### config.mk
export PLATFORM = sky130hd
export DESIGN_NAME = lcd_cmd_arbiter
export DESIGN_NICKNAME = d
export VERILOG_FILES = /design/src/rtl/lcd_pkg.sv /design/src/rtl/lcd_cmd_fifo.sv /design/src/rtl/lcd_cmd_arbiter.sv
export SDC_FILE = /design/constraint.sdc
export NUM_CORES = 1
export LEC_CHECK = 0
export ABC_AREA = 1
export BUFFER_PORTS_ARGS = -buffer_cell sky130_fd_sc_hd__buf_2
export CORE_AREA = 4 4 95 97
export DETAILED_ROUTE_END_ITERATION = 12
export DIE_AREA = 0 0 99 101
export SYNTH_ARGS = -nofsm -noshare
export SYNTH_HDL_FRONTEND = slang
export SYNTH_SLANG_ARGS = --single-unit
### constraint.sdc
create_clock -name clk -period 1.6 [get_ports clk]
set_input_delay 0.16 -clock clk [delete_from_list [all_inputs] [get_ports clk]]
set_output_delay 0.16 -clock clk [all_outputs]
set_load 0.005 [all_outputs]
### src/rtl/lcd_pkg.sv
// Shared definitions for the LCD command scheduler.
//   - 3-bit LCD command encoding, including the reserved code 7
//   - image geometry (12x9) and the per-command output pixel count
//   - scheduler FSM state encoding
package lcd_pkg;

   localparam int CMD_W      = 3;
   localparam int IMG_W      = 12;
   localparam int IMG_H      = 9;
   localparam int IMG_PIXELS = IMG_W * IMG_H;
   localparam int OUT_PIXELS = 16;

   typedef enum logic [CMD_W-1:0] {
      CMD_LOAD     = 3'd0,
      CMD_ZOOM_IN  = 3'd1,
      CMD_ZOOM_FIT = 3'd2,
      CMD_SHIFT_R  = 3'd3,
      CMD_SHIFT_L  = 3'd4,
      CMD_SHIFT_U  = 3'd5,
      CMD_SHIFT_D  = 3'd6,
      CMD_RSVD     = 3'd7
   } lcd_cmd_t;

   typedef enum logic [2:0] {
      ST_IDLE,
      ST_ARB,
      ST_ISSUE,
      ST_LOAD,
      ST_WAIT_OUT,
      ST_WAIT_IDLE
   } lcd_state_t;

   // A popped command is discarded when it is the reserved code, or when it
   // needs an image and none has been loaded yet.
   function automatic logic cmd_is_drop(input logic [CMD_W-1:0] cmd,
                                        input logic             img_loaded);
      return (cmd == CMD_RSVD) || ((cmd != CMD_LOAD) && !img_loaded);
   endfunction

endpackage

### src/rtl/lcd_cmd_fifo.sv
// Per-requester command FIFO: synchronous, show-ahead head (rdata is the
// oldest entry whenever !empty).
// Ports:
//   clk, reset        clock / synchronous active-high reset
//   push, wdata       write strobe and data (ignored while full)
//   pop               remove head (ignored while empty)
//   rdata             head entry
//   full, empty       occupancy flags
module lcd_cmd_fifo
   import lcd_pkg::*;
#(
   parameter int DEPTH = 4,
   parameter int WIDTH = CMD_W
) (
   input  logic             clk,
   input  logic             reset,
   input  logic             push,
   input  logic [WIDTH-1:0] wdata,
   input  logic             pop,
   output logic [WIDTH-1:0] rdata,
   output logic             full,
   output logic             empty
);

   localparam int AW = $clog2(DEPTH);

   logic [WIDTH-1:0] mem [DEPTH];
   // One extra pointer bit tells full from empty when the indices match.
   logic [AW:0]      wr_ptr;
   logic [AW:0]      rd_ptr;

   assign empty = (wr_ptr == rd_ptr);
   assign full  = (wr_ptr[AW] != rd_ptr[AW]) && (wr_ptr[AW-1:0] == rd_ptr[AW-1:0]);
   assign rdata = mem[rd_ptr[AW-1:0]];

   always_ff @(posedge clk) begin
      if (reset) begin
         wr_ptr <= '0;
         rd_ptr <= '0;
      end else begin
         if (push && !full)
            wr_ptr <= wr_ptr + 1'b1;
         if (pop && !empty)
            rd_ptr <= rd_ptr + 1'b1;
      end
   end

   // Storage carries no reset; the pointers alone define validity.
   always_ff @(posedge clk) begin
      if (push && !full)
         mem[wr_ptr[AW-1:0]] <= wdata;
   end

endmodule

### src/rtl/lcd_cmd_arbiter.sv
// Command scheduler in front of the 12x9 LCD image controller.
// Two requesters queue 3-bit commands into private FIFOs; commands are
// granted round-robin and issued one at a time under the LCD busy handshake.
// LOAD streams IMG_PIXELS pixels from the pixel-source memory; every issued
// command is retired after OUT_PIXELS output strobes and busy low.
// Ports:
//   clk, reset                      clock / synchronous active-high reset
//   reqN_cmd/valid/ready            requester N push interface (N = 0, 1)
//   pix_addr, pix_data              pixel-source read (combinational data)
//   lcd_cmd, lcd_cmd_valid          command issue to the LCD (1-cycle strobe)
//   lcd_datain                      registered pixel stream during LOAD
//   lcd_busy, lcd_output_valid      LCD status inputs
//   done, done_id                   completion pulse and owning requester
//   err                             pulse on dropped command or watchdog
// Build option: define LCD_CMD_WDOG_EN to add a watchdog that abandons a
// command stuck for WDOG_CYCLES in ISSUE / WAIT_OUT / WAIT_IDLE.
module lcd_cmd_arbiter #(
   parameter int FIFO_DEPTH  = 4,
   parameter int IMG_PIXELS  = lcd_pkg::IMG_PIXELS,
   parameter int OUT_PIXELS  = lcd_pkg::OUT_PIXELS,
   parameter int WDOG_CYCLES = 255
) (
   input  logic       clk,
   input  logic       reset,
   input  logic [2:0] req0_cmd,
   input  logic       req0_valid,
   output logic       req0_ready,
   input  logic [2:0] req1_cmd,
   input  logic       req1_valid,
   output logic       req1_ready,
   output logic [6:0] pix_addr,
   input  logic [7:0] pix_data,
   output logic [2:0] lcd_cmd,
   output logic       lcd_cmd_valid,
   output logic [7:0] lcd_datain,
   input  logic       lcd_busy,
   input  logic       lcd_output_valid,
   output logic       done,
   output logic       done_id,
   output logic       err
);

   localparam int NUM_REQ = 2;
   localparam int CW      = lcd_pkg::CMD_W;

   if ((FIFO_DEPTH < 2) || ((FIFO_DEPTH & (FIFO_DEPTH - 1)) != 0) ||
       (IMG_PIXELS < 1) || (IMG_PIXELS > 128) || (OUT_PIXELS < 1) ||
       (OUT_PIXELS > 127) || (WDOG_CYCLES < 1)) begin : g_bad_params
      $error("lcd_cmd_arbiter: unsupported parameter set");
   end

   lcd_pkg::lcd_state_t state_q, state_d;

   logic [NUM_REQ-1:0][CW-1:0] in_cmd;
   logic [NUM_REQ-1:0][CW-1:0] head_cmd;
   logic [NUM_REQ-1:0]         in_valid;
   logic [NUM_REQ-1:0]         fifo_full;
   logic [NUM_REQ-1:0]         fifo_empty;
   logic [NUM_REQ-1:0]         fifo_push;
   logic [NUM_REQ-1:0]         fifo_pop;

   logic          rr_q;          // requester of the last completed command
   logic          img_loaded_q;
   logic [CW-1:0] cur_cmd;
   logic          cur_id;
   logic [6:0]    out_cnt;

   logic          grant_id;
   logic [CW-1:0] grant_cmd;
   logic          busy_eff;
   logic          pop_en, drop_en, issue_en, load_end, done_en, wdog_to;

   // ---------------------------------------------------------------- FIFOs
   assign in_cmd   = {req1_cmd, req0_cmd};
   assign in_valid = {req1_valid, req0_valid};

   // Ready follows not-full only; held low while reset is asserted.
   assign req0_ready = ~fifo_full[0] & ~reset;
   assign req1_ready = ~fifo_full[1] & ~reset;

   for (genvar g = 0; g < NUM_REQ; g++) begin : g_req
      assign fifo_push[g] = in_valid[g] & ~fifo_full[g];
      assign fifo_pop[g]  = pop_en & (grant_id == 1'(g));

      lcd_cmd_fifo #(
         .DEPTH (FIFO_DEPTH),
         .WIDTH (CW)
      ) u_fifo (
         .clk   (clk),
         .reset (reset),
         .push  (fifo_push[g]),
         .wdata (in_cmd[g]),
         .pop   (fifo_pop[g]),
         .rdata (head_cmd[g]),
         .full  (fifo_full[g]),
         .empty (fifo_empty[g])
      );
   end

   // ------------------------------------------------------------- arbiter
   // Both pending: take the requester that did not complete last.
   // One pending: take it.
   always_comb begin
      grant_id = 1'b0;
      if (!fifo_empty[0] && !fifo_empty[1])
         grant_id = ~rr_q;
      else if (fifo_empty[0])
         grant_id = 1'b1;
   end

   assign grant_cmd = head_cmd[grant_id];

   // The LCD raises busy a cycle late, so busy seen in the issue-strobe
   // cycle is stale and must not hold up the handshake.
   assign busy_eff = lcd_busy & ~lcd_cmd_valid;

   // ------------------------------------------------------------ watchdog
`ifdef LCD_CMD_WDOG_EN
   localparam int WDOG_W = $clog2(WDOG_CYCLES + 1);

   logic [WDOG_W-1:0] wdog_cnt;
   logic              wdog_state;

   assign wdog_state = (state_q == lcd_pkg::ST_ISSUE)    ||
                       (state_q == lcd_pkg::ST_WAIT_OUT) ||
                       (state_q == lcd_pkg::ST_WAIT_IDLE);

   always_ff @(posedge clk) begin
      if (reset)
         wdog_cnt <= '0;
      else if (!wdog_state || (state_d != state_q))
         wdog_cnt <= '0;
      else
         wdog_cnt <= wdog_cnt + 1'b1;
   end

   assign wdog_to = wdog_state && (wdog_cnt == WDOG_W'(WDOG_CYCLES));
`else
   assign wdog_to = 1'b0;
`endif

   // ----------------------------------------------------------------- FSM
   always_ff @(posedge clk) begin
      if (reset)
         state_q <= lcd_pkg::ST_IDLE;
      else
         state_q <= state_d;
   end

   always_comb begin
      state_d  = state_q;
      pop_en   = 1'b0;
      drop_en  = 1'b0;
      issue_en = 1'b0;
      load_end = 1'b0;
      done_en  = 1'b0;
      case (state_q)
         lcd_pkg::ST_IDLE: begin
            if (fifo_empty != '1)
               state_d = lcd_pkg::ST_ARB;
         end
         lcd_pkg::ST_ARB: begin
            pop_en = 1'b1;
            if (lcd_pkg::cmd_is_drop(grant_cmd, img_loaded_q)) begin
               drop_en = 1'b1;
               state_d = lcd_pkg::ST_IDLE;
            end else begin
               state_d = lcd_pkg::ST_ISSUE;
            end
         end
         lcd_pkg::ST_ISSUE: begin
            if (!busy_eff) begin
               issue_en = 1'b1;
               state_d  = (cur_cmd == lcd_pkg::CMD_LOAD) ? lcd_pkg::ST_LOAD
                                                         : lcd_pkg::ST_WAIT_OUT;
            end
         end
         lcd_pkg::ST_LOAD: begin
            if (pix_addr == 7'(IMG_PIXELS - 1)) begin
               load_end = 1'b1;
               state_d  = lcd_pkg::ST_WAIT_OUT;
            end
         end
         lcd_pkg::ST_WAIT_OUT: begin
            if (out_cnt >= 7'(OUT_PIXELS))
               state_d = lcd_pkg::ST_WAIT_IDLE;
         end
         lcd_pkg::ST_WAIT_IDLE: begin
            if (!busy_eff) begin
               done_en = 1'b1;
               state_d = lcd_pkg::ST_IDLE;
            end
         end
         default: state_d = lcd_pkg::ST_IDLE;
      endcase
      // A timed-out command is abandoned: no issue, no done.
      if (wdog_to) begin
         issue_en = 1'b0;
         done_en  = 1'b0;
         state_d  = lcd_pkg::ST_IDLE;
      end
   end

   // ------------------------------------------------------------ datapath
   always_ff @(posedge clk) begin
      if (reset) begin
         rr_q          <= 1'b0;
         img_loaded_q  <= 1'b0;
         cur_cmd       <= '0;
         cur_id        <= 1'b0;
         out_cnt       <= '0;
         pix_addr      <= '0;
         lcd_cmd       <= '0;
         lcd_cmd_valid <= 1'b0;
         lcd_datain    <= '0;
         done          <= 1'b0;
         done_id       <= 1'b0;
         err           <= 1'b0;
      end else begin
         lcd_cmd_valid <= issue_en;
         done          <= done_en;
         err           <= drop_en | wdog_to;

         if (pop_en) begin
            cur_cmd <= grant_cmd;
            cur_id  <= grant_id;
         end

         if (issue_en) begin
            lcd_cmd  <= cur_cmd;
            pix_addr <= '0;
            out_cnt  <= '0;
         end

         // Address k is driven in cycle T+k; its data lands on lcd_datain
         // one cycle later.
         if (state_q == lcd_pkg::ST_LOAD) begin
            lcd_datain <= pix_data;
            pix_addr   <= load_end ? 7'd0 : pix_addr + 7'd1;
         end

         if (load_end)
            img_loaded_q <= 1'b1;

         // Output strobes during LOAD count toward the command's total;
         // strobes after the total is reached are ignored.
         if (lcd_output_valid &&
             ((state_q == lcd_pkg::ST_LOAD) || (state_q == lcd_pkg::ST_WAIT_OUT)))
            out_cnt <= out_cnt + 7'd1;

         if (done_en) begin
            done_id <= cur_id;
            rr_q    <= cur_id;
         end
      end
   end

endmodule

* After elaboration in Yosys (flattened, before gate mapping)
Memory sizes are Yosys's and may differ from the RTL's. A register that Yosys moved wholly into a read port is not among the register bits. Cells that the tools add are included.
Cells by class: add/sub/neg operators 6, order comparisons 2, equality and inequality tests 19, mux-type cells 31, bitwise logic cells 14, reduce and logical (&&, ||, !) cells 23
Operator list (number):
- 7-bit two-way mux | 4
- 3-bit two-way mux | 8
- 3-bit one-hot mux with 6 select lines | 1
- 7-bit by 1-bit adder with 7-bit output, second input constant | 2
- 1-bit two-way mux | 13
- 3-bit by 1-bit adder with 3-bit output, second input constant | 4
- 2-bit inequality test, second input constant | 6
- 2-bit two-way mux | 5
- 3-bit == test, second input constant | 3
- 1-bit logical AND | 9
- 1-bit AND | 7
- 7-bit == test, second input constant | 1
- 7-bit by 5-bit >= comparator with 1-bit output, second input constant | 1
- 1-bit NOT | 7
- 3-bit by 2-bit == test with 1-bit output, second input constant | 2
- 3-bit == test | 2
- 3-bit logical NOT | 2
- 1-bit logical NOT | 5
- 5-bit AND reduction | 1
- 2-bit == test | 2
- 2-bit nonzero test | 2
- 3-bit by 1-bit == test with 1-bit output, second input constant | 1
- 3-bit nonzero test | 1
- 1-bit logical OR | 2
- 3 further kinds | 4
Word-level totals: bits in registers 49, memory bits (writable) 24, bits of input ports 20, output and inout port bits 24, logic and storage cells 113, memories kept 2
Memories:
- g_req[0].u_fifo.mem | depth 4, bits a word 3, read ports 1, clocked after memory_dff 1, wr ports 1, line lcd_cmd_fifo.sv:27 | logic [WIDTH-1:0] mem [DEPTH];
- g_req[1].u_fifo.mem | depth 4, bits a word 3, read ports 1, clocked after memory_dff 1, wr ports 1, line lcd_cmd_fifo.sv:27

* Logic depth before layout (Yosys ltp)
Gate-level depths: netlist of run 1.
word-level depth 11, depth in mapped cells 14, gate-level depth less buffers 14

* Modules after synthesis
A second synthesis of run 1 with hierarchy kept.
Second synthesis, totals: cell total of the unflattened synthesis 465, area, all modules 3689.8 µm²
Modules (own cells, without submodules):
- lcd_cmd_arbiter | times used 1, cells an instance 257, area each 1788.0 µm², sequential area each 740.7 µm²
- lcd_cmd_fifo (g_req[0].u_fifo) | times used 1, cells an instance 103, area each 955.9 µm², sequential area each 520.5 µm²
- lcd_cmd_fifo (g_req[1].u_fifo) | times used 1, cells an instance 105, area each 945.9 µm², sequential area each 520.5 µm²

* Worst setup path after synthesis of run 1
No wires, ideal clock.
kind reg2reg, start point register pix_addr[0], end point register state_q[1], setup time 0.109 ns, arrival time 1.321 ns, required time 1.491 ns, setup slack 0.170 ns, stages on the path, launching flop included 9, buffers on the path 0, period minus slack after synthesis 1.430 ns, cells stage by stage dfxtp_1 -> ha_1 -> nand2_1 -> o21ai_2 -> o41ai_2 -> nor3_4 -> nand3_1 -> nand2_1 -> inv_1
On the way: longest elaborated chain between the ends 3
RTL lines:
- from (decl) | line lcd_cmd_arbiter.sv:31 | output logic [6:0] pix_addr,
- from (signal assigned) | line lcd_cmd_arbiter.sv:239 | pix_addr <= load_end ? 7'd0 : pix_addr + 7'd1;
- 7-bit == test | line lcd_cmd_arbiter.sv:179 | if (pix_addr == 7'(IMG_PIXELS - 1)) begin
- 2-bit inequality test (no line)
- 5-bit AND reduction (no line)
- to (signal assigned) | line lcd_cmd_arbiter.sv:145 | state_q <= lcd_pkg::ST_IDLE;
- to (signal assigned) | line lcd_cmd_arbiter.sv:147 | state_q <= state_d;
- to (decl) | line lcd_cmd_arbiter.sv:52 | lcd_pkg::lcd_state_t state_q, state_d;
Every way passes these cells. A chain may end at the register's enable or synchronous reset.

* Worst setup path in the final report of run 1
start point register g_req[1].u_fifo.wr_ptr[2], end point register state_q[1]
On the way: longest elaborated chain between the ends 11, elaborated cells on any way between the ends 15, classes of those cells eq/ne (4); mux (5); reduce/logical (6)
RTL lines:
- from (decl) | line lcd_cmd_fifo.sv:29 | logic [AW:0] wr_ptr;
- from (signal assigned) | line lcd_cmd_fifo.sv:42 | wr_ptr <= wr_ptr + 1'b1;
- 3-bit == test (*) | line lcd_cmd_fifo.sv:32 | assign empty = (wr_ptr == rd_ptr);
- 1-bit logical NOT | line lcd_cmd_arbiter.sv:105 | if (!fifo_empty[0] && !fifo_empty[1])
- 1-bit logical AND | line lcd_cmd_arbiter.sv:105
- 1-bit two-way mux | line lcd_cmd_arbiter.sv:105
- 3-bit two-way mux (not written as such) (2 in a row) | line lcd_cmd_arbiter.sv:111 | assign grant_cmd = head_cmd[grant_id];
- 3-bit nonzero test | line lcd_pkg.sv:37 | return (cmd == CMD_RSVD) || ((cmd != CMD_LOAD) && !img_loaded);
- 1-bit logical AND | line lcd_pkg.sv:37
- 1-bit logical OR | line lcd_pkg.sv:37
- 2-bit two-way mux | line lcd_cmd_arbiter.sv:164 | if (lcd_pkg::cmd_is_drop(grant_cmd, img_loaded_q)) begin
- 3-bit one-hot mux with 6 select lines | line lcd_cmd_arbiter.sv:157 | case (state_q)
Mark *: on every way between the ends. The rest lies on a longest branch, timed or not. The select of a mux whose other input is x is not followed.

==> results by group, run 1 <==
Finish
  – Non-filler cells, final: 606
  – Fillers: 761
  – Area Growth Syn to Fin: 23.2%
  – Nets: 529
  – Antenna cells: 0
  – Layout cells sized above 1: 29.5%

Critical path
  – Startpoint Class: flip-flop
  – Peak fanout along the critical path: 5
  – Reg2reg path depth: 14
  – CP arrival: 1.77 ns
  – Crit-path leading delay family: simple AND/OR/NAND/NOR gates
  – Slowest cell on the critical path: dfxtp_1
  – Max incr delay on CP: 0.34 ns
  – Most frequent CP cell: nand2_1
  – R2R setup slack: 0.07 ns
  – Worst path required time: 1.84 ns
  – WS Path Type: flip-flop to flip-flop
  – Worst path cell trace: inv_1 > nand2_1 > nand2_2 > nand3_4 > nand2_4 > nand2_2 > nand2_1 > nand2_2 > nor2_1 > nand2_1 > nand3_1 > nand3_1 > nand2_1 > inv_1
  – Critical Path End Type: flip-flop
  – Reg-to-Reg Start: g_req[1].u_fifo.wr_ptr[2]
  – Worst r2r dst: state_q[1]
  – CP Buf/Inv Count: 2

Synthesis
  – Number of synthesized flops with an enable pin: 24
  – Yosys top cell area share: 29.6%
  – Mux cell area share after synthesis: 0%
  – Yosys top cell by area: dfxtp_1
  – Primary FF master, synth: dfxtp_1
  – Largest family of logic cells by synthesized area: simple AND/OR/NAND/NOR gates
  – Post-Synth Simple-Gate Area: 23.6%
  – Post-Syn Nets: 456
  – Xor and xnor area share after synthesis: 1.47%
  – Seq cells post-synth: 77
  – Gate Count Post-Synth: 423
  – Adder-Cell Fraction of Synth Area: 4.54%
  – Synth async-reset ratio: 0%
  – Post-synth cell types: 41
  – YS warnings: 0
  – Synth top area cells: dfxtp_1 30%, edfxtp_1 20%, nand2_1 7.4%
  – Syn Area/Cell: 8.47 um^2
  – Sequential fraction of the synthesis area: 49.7%
  – Synthesized area: 3580 um^2
  – Synth Area in Compound Gates: 12.6%

STA
  – Setup ws final: 0.0734 ns
  – Worst hold slack: 0.0315 ns
  – Max Fclk: 655 MHz
  – Tcrit/Tclk final: 95.4%
  – Slew HR: 74.9%
  – Final Hold Viols: 0
  – Worst-margin pin slew: 0.376 ns
  – Final count of negative-setup-slack endpoints: 0
  – Clock Skew: 0.00974 ns
  – Post-route setup TNS: 0 ns
  – Tmin final: 1.53 ns
  – Max Slew Vio Count: 0
  – RSZ-0062 raised after global routing: yes

Floorplan
  – Starting density of the core: 44.0%
  – Io pins: 44
  – Core Area: 8130 um^2
  – Die area: 10000 um^2
  – Die width: 99 um
  – Die height: 101 um
  – Row count: 33

Routing
  – First drt pass iteration count: 4
  – Routed len/inst: 12.4 um
  – DRC errors left: 0
  – Vias per std cell: 4.73
  – DRT Wirelength: 7.54 mm
  – Antenna-violating nets left: 0
  – Vias: 2866
  – Iteration-0 DRC Markers: 81

Outcome
  – Outcome: finished, final reports clean

GRT
  – Grt ovf: 0
  – Initial antenna violation count: 0
  – First-pass GRT wire length: 12.4 mm
  – Vias in the first global route: 2806
  – Pin count of the biggest net entering global routing: 22
  – Total GRT Usage: 15.3%

Placed design
  – IO Port Bufs: 43
  – Place WS: 0.0224 ns
  – Placed cells: 583
  – HPWL after detailed placement: 5.53 mm
  – Placer Congestion: 0.838

Clocking
  – Clock Latency Late Sink: 0.34 ns
  – Max Buffers Root-to-Sink: 2
  – Sink Count: 77
  – CTS H-tree lvls: 3
  – Number of CTS-inserted buffers: 9
  – CTS tree: built
  – Worst-path clk slew: 0.08 ns
  – CTS root buf: clkbuf_8
  – # hold bufs at CTS: 0

Power and ir drop
  – Lkg Pwr: 1.97 nW
  – Power per Cell Area: 1260 nW/um^2
  – Maximum VDD drop: 0.440 mV

Worst hold path
  – Hold Path Sink: g_req[0].u_fifo.mem[1][0]
  – HP Start: req0_cmd[0]
  – Worst hold-check path type: primary input to flip-flop
  – Hold depth: 1

Run
  – Max cap viols: 0
==> registers in the layout, summed over array words and instances, names as in the netlist, named ones only <==
signal,cells
lcd_cmd,3
done,1
lcd_datain,8
g_req.u_fifo.rd_ptr,6
cur_id,1
g_req.u_fifo.mem,24
state_q,3
img_loaded_q,1
lcd_cmd_valid,1
rr_q,1
pix_addr,7
err,1
out_cnt,7
cur_cmd,3
g_req.u_fifo.wr_ptr,6
==> cell type report <==
cell class	count	area, um^2	area share, %
clock inverter	6	86.3	1.96
timing repair buffer	69	423	9.58
sequential	77	1800	40.7
multi-input combinational	272	1600	36.1
tap	105	131	2.98
inverter	67	254	5.75
clock buffer	10	128	2.89
==> how the worst max path moves through the flow <==
stage                                   start          to  slack (ns)  depth (start not counted)
detailed placement  g_req[1].u_fifo.wr_ptr[0]  state_q[1]        0.02                         14
CTS                 g_req[1].u_fifo.wr_ptr[0]  state_q[1]        0.01                         14
finish              g_req[1].u_fifo.wr_ptr[2]  state_q[1]        0.07                         14
global placement    g_req[1].u_fifo.wr_ptr[1]  state_q[1]        0.09                         14
floorplan                         pix_addr[0]  state_q[1]        0.17                          8
global route        g_req[1].u_fifo.wr_ptr[0]  state_q[1]       -0.11                         14
==> report_power, final <==
group | total, W | leakage [nW] | internal [W] | switching, W
sequential | 0.00244 | 0.656 | 0.00225 | 0.000186
combinational | 0.00154 | 1.20 | 0.000612 | 0.000930
clock | 0.00158 | 0.107 | 0.000879 | 0.000704
total | 0.00557 | 1.97 | 0.00374 | 0.00182
==> cells in the mapped netlist, drive strengths merged (2+ instances only) <==
cell type and number:
xor2 3, inv 67, o211ai 4, and3 2
nor2 61, a211oi 2, nand3 28, ha 13
nor3 5, dfxtp 53, a21oi 26, o21ai 35
edfxtp 24, a221oi 3, xnor2 3, buf 4
clkbuf 3, nand2 79
==> placed cells by master (no fill, tap or decap), types with 2 or more instances in the layout <==
| master | Yosys | routed |
|---|---|---|
| bufinv_16 | 0 | 2 |
| inv_1 | 53 | 52 |
| a21oi_1 | 26 | 26 |
| o211ai_1 | 4 | 4 |
| nand3_2 | 3 | 2 |
| nor2_4 | 2 | 2 |
| dfxtp_1 | 53 | 41 |
| dfxtp_2 | 0 | 12 |
| edfxtp_1 | 24 | 24 |
| nand2_2 | 6 | 9 |
| clkinv_2 | 0 | 2 |
| nand2_4 | 2 | 3 |
| nor3_1 | 2 | 2 |
| a221oi_2 | 3 | 3 |
| and3_1 | 2 | 2 |
| clkbuf_8 | 0 | 9 |
| o21ai_0 | 22 | 22 |
| ha_1 | 13 | 12 |
| nand3_1 | 25 | 25 |
| nor2_2 | 1 | 3 |
| buf_4 | 1 | 25 |
| buf_2 | 2 | 43 |
| nor2_1 | 56 | 54 |
| o21ai_1 | 12 | 12 |
| xnor2_2 | 0 | 3 |
| nor2_8 | 2 | 2 |
| nor3_2 | 2 | 2 |
| xor2_1 | 3 | 3 |
| inv_2 | 13 | 14 |
| nand2_1 | 71 | 67 |
==> layer usage <==
metal  vias to the layer above  part of all wire, %  global-route usage, %  wire, um
li1                       1517                    -                      -         -
met1                      1300                   48                   19.6      3610
met2                        42                   48                   25.4      3620
met3                         7                  2.9                   2.84       215
met4                         0                  1.3                   6.72        97
met5                         -                    0                      0         0
==> kinds of logic after synthesis <==
family                   after synthesis
AO/OA/AOI/OAI                         75
flip-flops                            77
adder cells (fa/ha/maj)               13
XOR/XNOR                               6
AND/OR/NAND/NOR                      178
buffers and inverters                 74
==> repair_timing <==
| action | in CTS | in global routing |
|---|---|---|
| resized for setup | 0 | 28 |
| setup endpoints to repair | 0 | 26 |
| buffers inserted | 0 | 7 |
| hold endpoints to repair | 0 | 0 |
==> metrics by stage <==
stage / instance area (um^2) / util, % / total power (W)
final: 4410 / 54.3 / 0.00557
after global routing: 4410 / 54.3 / 0.00593
after CTS: 4250 / 52.3 / 0.00548
after detailed placement: 4040 / 49.7 / 0.00390
after global placement: 4040 / 49.7 / 0.00388
after floorplan: 3580 / - / 0.00348
Power figures use the tool's default switching activity.
==> inputs of run 2 (changes only) <==
--- a/config.mk
+++ b/config.mk
@@ -7,9 +7,10 @@
 export LEC_CHECK = 0
 export ABC_AREA = 1
 export BUFFER_PORTS_ARGS = -buffer_cell sky130_fd_sc_hd__buf_2
-export CORE_AREA = 4 4 95 97
+export CORE_AREA = 4 4 109 85
 export DETAILED_ROUTE_END_ITERATION = 12
-export DIE_AREA = 0 0 99 101
+export DIE_AREA = 0 0 113 89
+export MAX_ROUTING_LAYER = met4
 export SYNTH_ARGS = -nofsm -noshare
 export SYNTH_HDL_FRONTEND = slang
 export SYNTH_SLANG_ARGS = --single-unit
==> run 2 against run 1 <==
  * Clock-buffer cell count rose by 3
  * Sequential share of layout area increased by 0.88 points
  * Non-clock buffer count is 9 lower
  * Sequential power about the same
  * Register-to-register slack about the same
  * Power decreased by 6.7%
  * Critical path type unchanged
  * Largest cell class unchanged
  * Largest power group unchanged
  * Highest routed layer unchanged
==> results by group, run 2 (synthesis gave the netlist of run 1 again) <==
Finish
  – Max reg flops: 24
  – Area Growth Syn to Fin: 21.0%
  – Most common cell after layout, fill and taps aside: nand2_1
  – Antenna cells: 0
  – Nets: 520
  – Fillers: 786
  – Layout cells sized above 1: 28.7%
  – Commonest cells after routing, fill and taps aside: 67 x nand2_1, 52 x inv_1, 52 x nor2_1, 43 x buf_2, 41 x dfxtp_1
  – Multi-input gate area: 1630 um^2
  – Register area: 1800 um^2

Power and ir drop
  – Cell-internal power: 0.00343 W
  – Power per Cell Area: 1200 nW/um^2
  – Gate power share: 28.5%
  – Maximum VDD drop: 0.456 mV
  – Switching share of power: 34.1%
  – Lkg Pwr: 1.92 nW
  – Switching power: 0.00177 W
  – Total power: 0.00519 W
  – Clock power share: 24.3%
  – Seq pwr share: 47.3%

GRT
  – Initial antenna violation count: 0
  – Grt ovf: 0
  – First-pass GRT wire length: 12.0 mm
  – Vias in the first global route: 2727
  – Total GRT Usage: 15.3%
  – Pin count of the biggest net entering global routing: 22

Floorplan
  – Starting density of the core: 43.5%
  – Io pins: 44
  – Die width: 113 um
  – Core Area: 8240 um^2
  – Die area: 10100 um^2
  – Die height: 89 um
  – Row count: 29

Routing
  – Vias: 2800
  – Iteration-0 DRC Markers: 114
  – DRT Wirelength: 7.13 mm
  – DRC errors left: 0
  – Routed len/inst: 11.9 um
  – Vias per std cell: 4.67
  – First drt pass iteration count: 4
  – Antenna-violating nets left: 0

Placed design
  – HPWL after detailed placement: 5.25 mm
  – IO Port Bufs: 43
  – Placer Congestion: 0.830

STA
  – Final Hold Viols: 0
  – Final count of negative-setup-slack endpoints: 0
  – Worst-margin pin slew: 0.479 ns
  – RSZ-0062 raised after global routing: yes
  – Worst hold slack: 0.0327 ns
  – Tmin final: 1.54 ns
  – Clock Skew: 0.0113 ns
  – Slew HR: 68.1%
  – Post-route setup TNS: 0 ns
  – Tcrit/Tclk final: 96.2%
  – Max Fclk: 650 MHz
  – Max Slew Vio Count: 0

Clocking
  – CTS H-tree lvls: 3
  – Number of CTS-inserted buffers: 9
  – CTS root buf: clkbuf_8
  – Worst-path clk slew: 0.08 ns
  – Sink Count: 77
  – CTS tree: built
  – Clock Latency Late Sink: 0.34 ns
  – Max Buffers Root-to-Sink: 2

Outcome
  – Outcome: finished, final reports clean

Critical path
  – Peak fanout along the critical path: 5
  – CP arrival: 1.82 ns
  – WS Path Type: flip-flop to flip-flop
  – R2R setup slack: 0.06 ns
  – Worst path required time: 1.88 ns
  – Startpoint Class: flip-flop
  – Critical Path End Type: flip-flop

Worst hold path
  – Worst hold-check path type: primary input to flip-flop

Run
  – Max cap viols: 0
==> run 2: changes by cell type in the layout (fill, tap and decap cells not counted), sizes merged <==
cell and change:
buf -9, clkbuf +3, bufinv -2, clkinv +1, clkinvlp -1, inv -1
==> run 2: metal layers <==
metal  global-route usage (%)  part of all wire (%)
met1                     19.4                    49
met2                     24.1                    45
met3                     4.06                   4.9
met4                     5.02                  0.69
met5                        -                     0
==> run 2: worst paths after layout <==
kind	cells after the start	to	start
min	1	g_req[0].u_fifo.mem[1][2]	req0_cmd[2]
max reg2reg	11	state_q[1]	g_req[0].u_fifo.rd_ptr[0]
max	11	state_q[1]	g_req[0].u_fifo.rd_ptr[0]
min reg2reg	2	lcd_cmd[2]	cur_cmd[2]
==> run 2: repair_timing <==
item                       4_1_cts  5_1_grt
pin swaps                        2        6
setup buffers                    1        1
hold buffers                     0        0
gates resized for setup          1       39
setup endpoints to repair        1       35
==> run 2: power by group through the flow <==
stage	clock (W)	combinational (W)	sequential [W]
floorplan	0	0.00103	0.00245
global placement	0	0.00137	0.00248
detailed placement	0	0.00138	0.00248
CTS	0.00132	0.00141	0.00244
global route	0.00140	0.00168	0.00248
finish	0.00126	0.00148	0.00246
==> run 2: cell type report <==
type,instances,share of cell area (%)
sequential,77,41.6
multi-input combinational,272,37.6
timing repair buffer,60,7.91
inverter,67,5.98
clock buffer,13,3.44
tap,108,3.12
clock inverter,3,0.347
==> run 2: stage by stage <==
stage / utilization, % / instance area (um^2) / cells / worst slack [ns]
finish: 52.6 / 4330 / 600 / 0.0605
global route: 52.6 / 4330 / 600 / -0.0874
CTS: 50.8 / 4190 / 599 / 0.0234
detailed placement: 48.7 / 4010 / 582 / -0.00750
global placement: 48.7 / 4010 / 582 / 0.0685
floorplan: - / 3580 / 423 / 0.170
==> run 2: worst max-delay path, cell delays in order (launching register included) <==
cell and delay, ns:
dfxtp_1 0.42, xnor2_2 0.15, nand3_2 0.19, nand2_4 0.15, nand2_1 0.07, nand2_2 0.08
nand3_1 0.08, nand2_1 0.10, nand3_1 0.08, nand3_1 0.07, nand2_1 0.05, inv_1 0.04
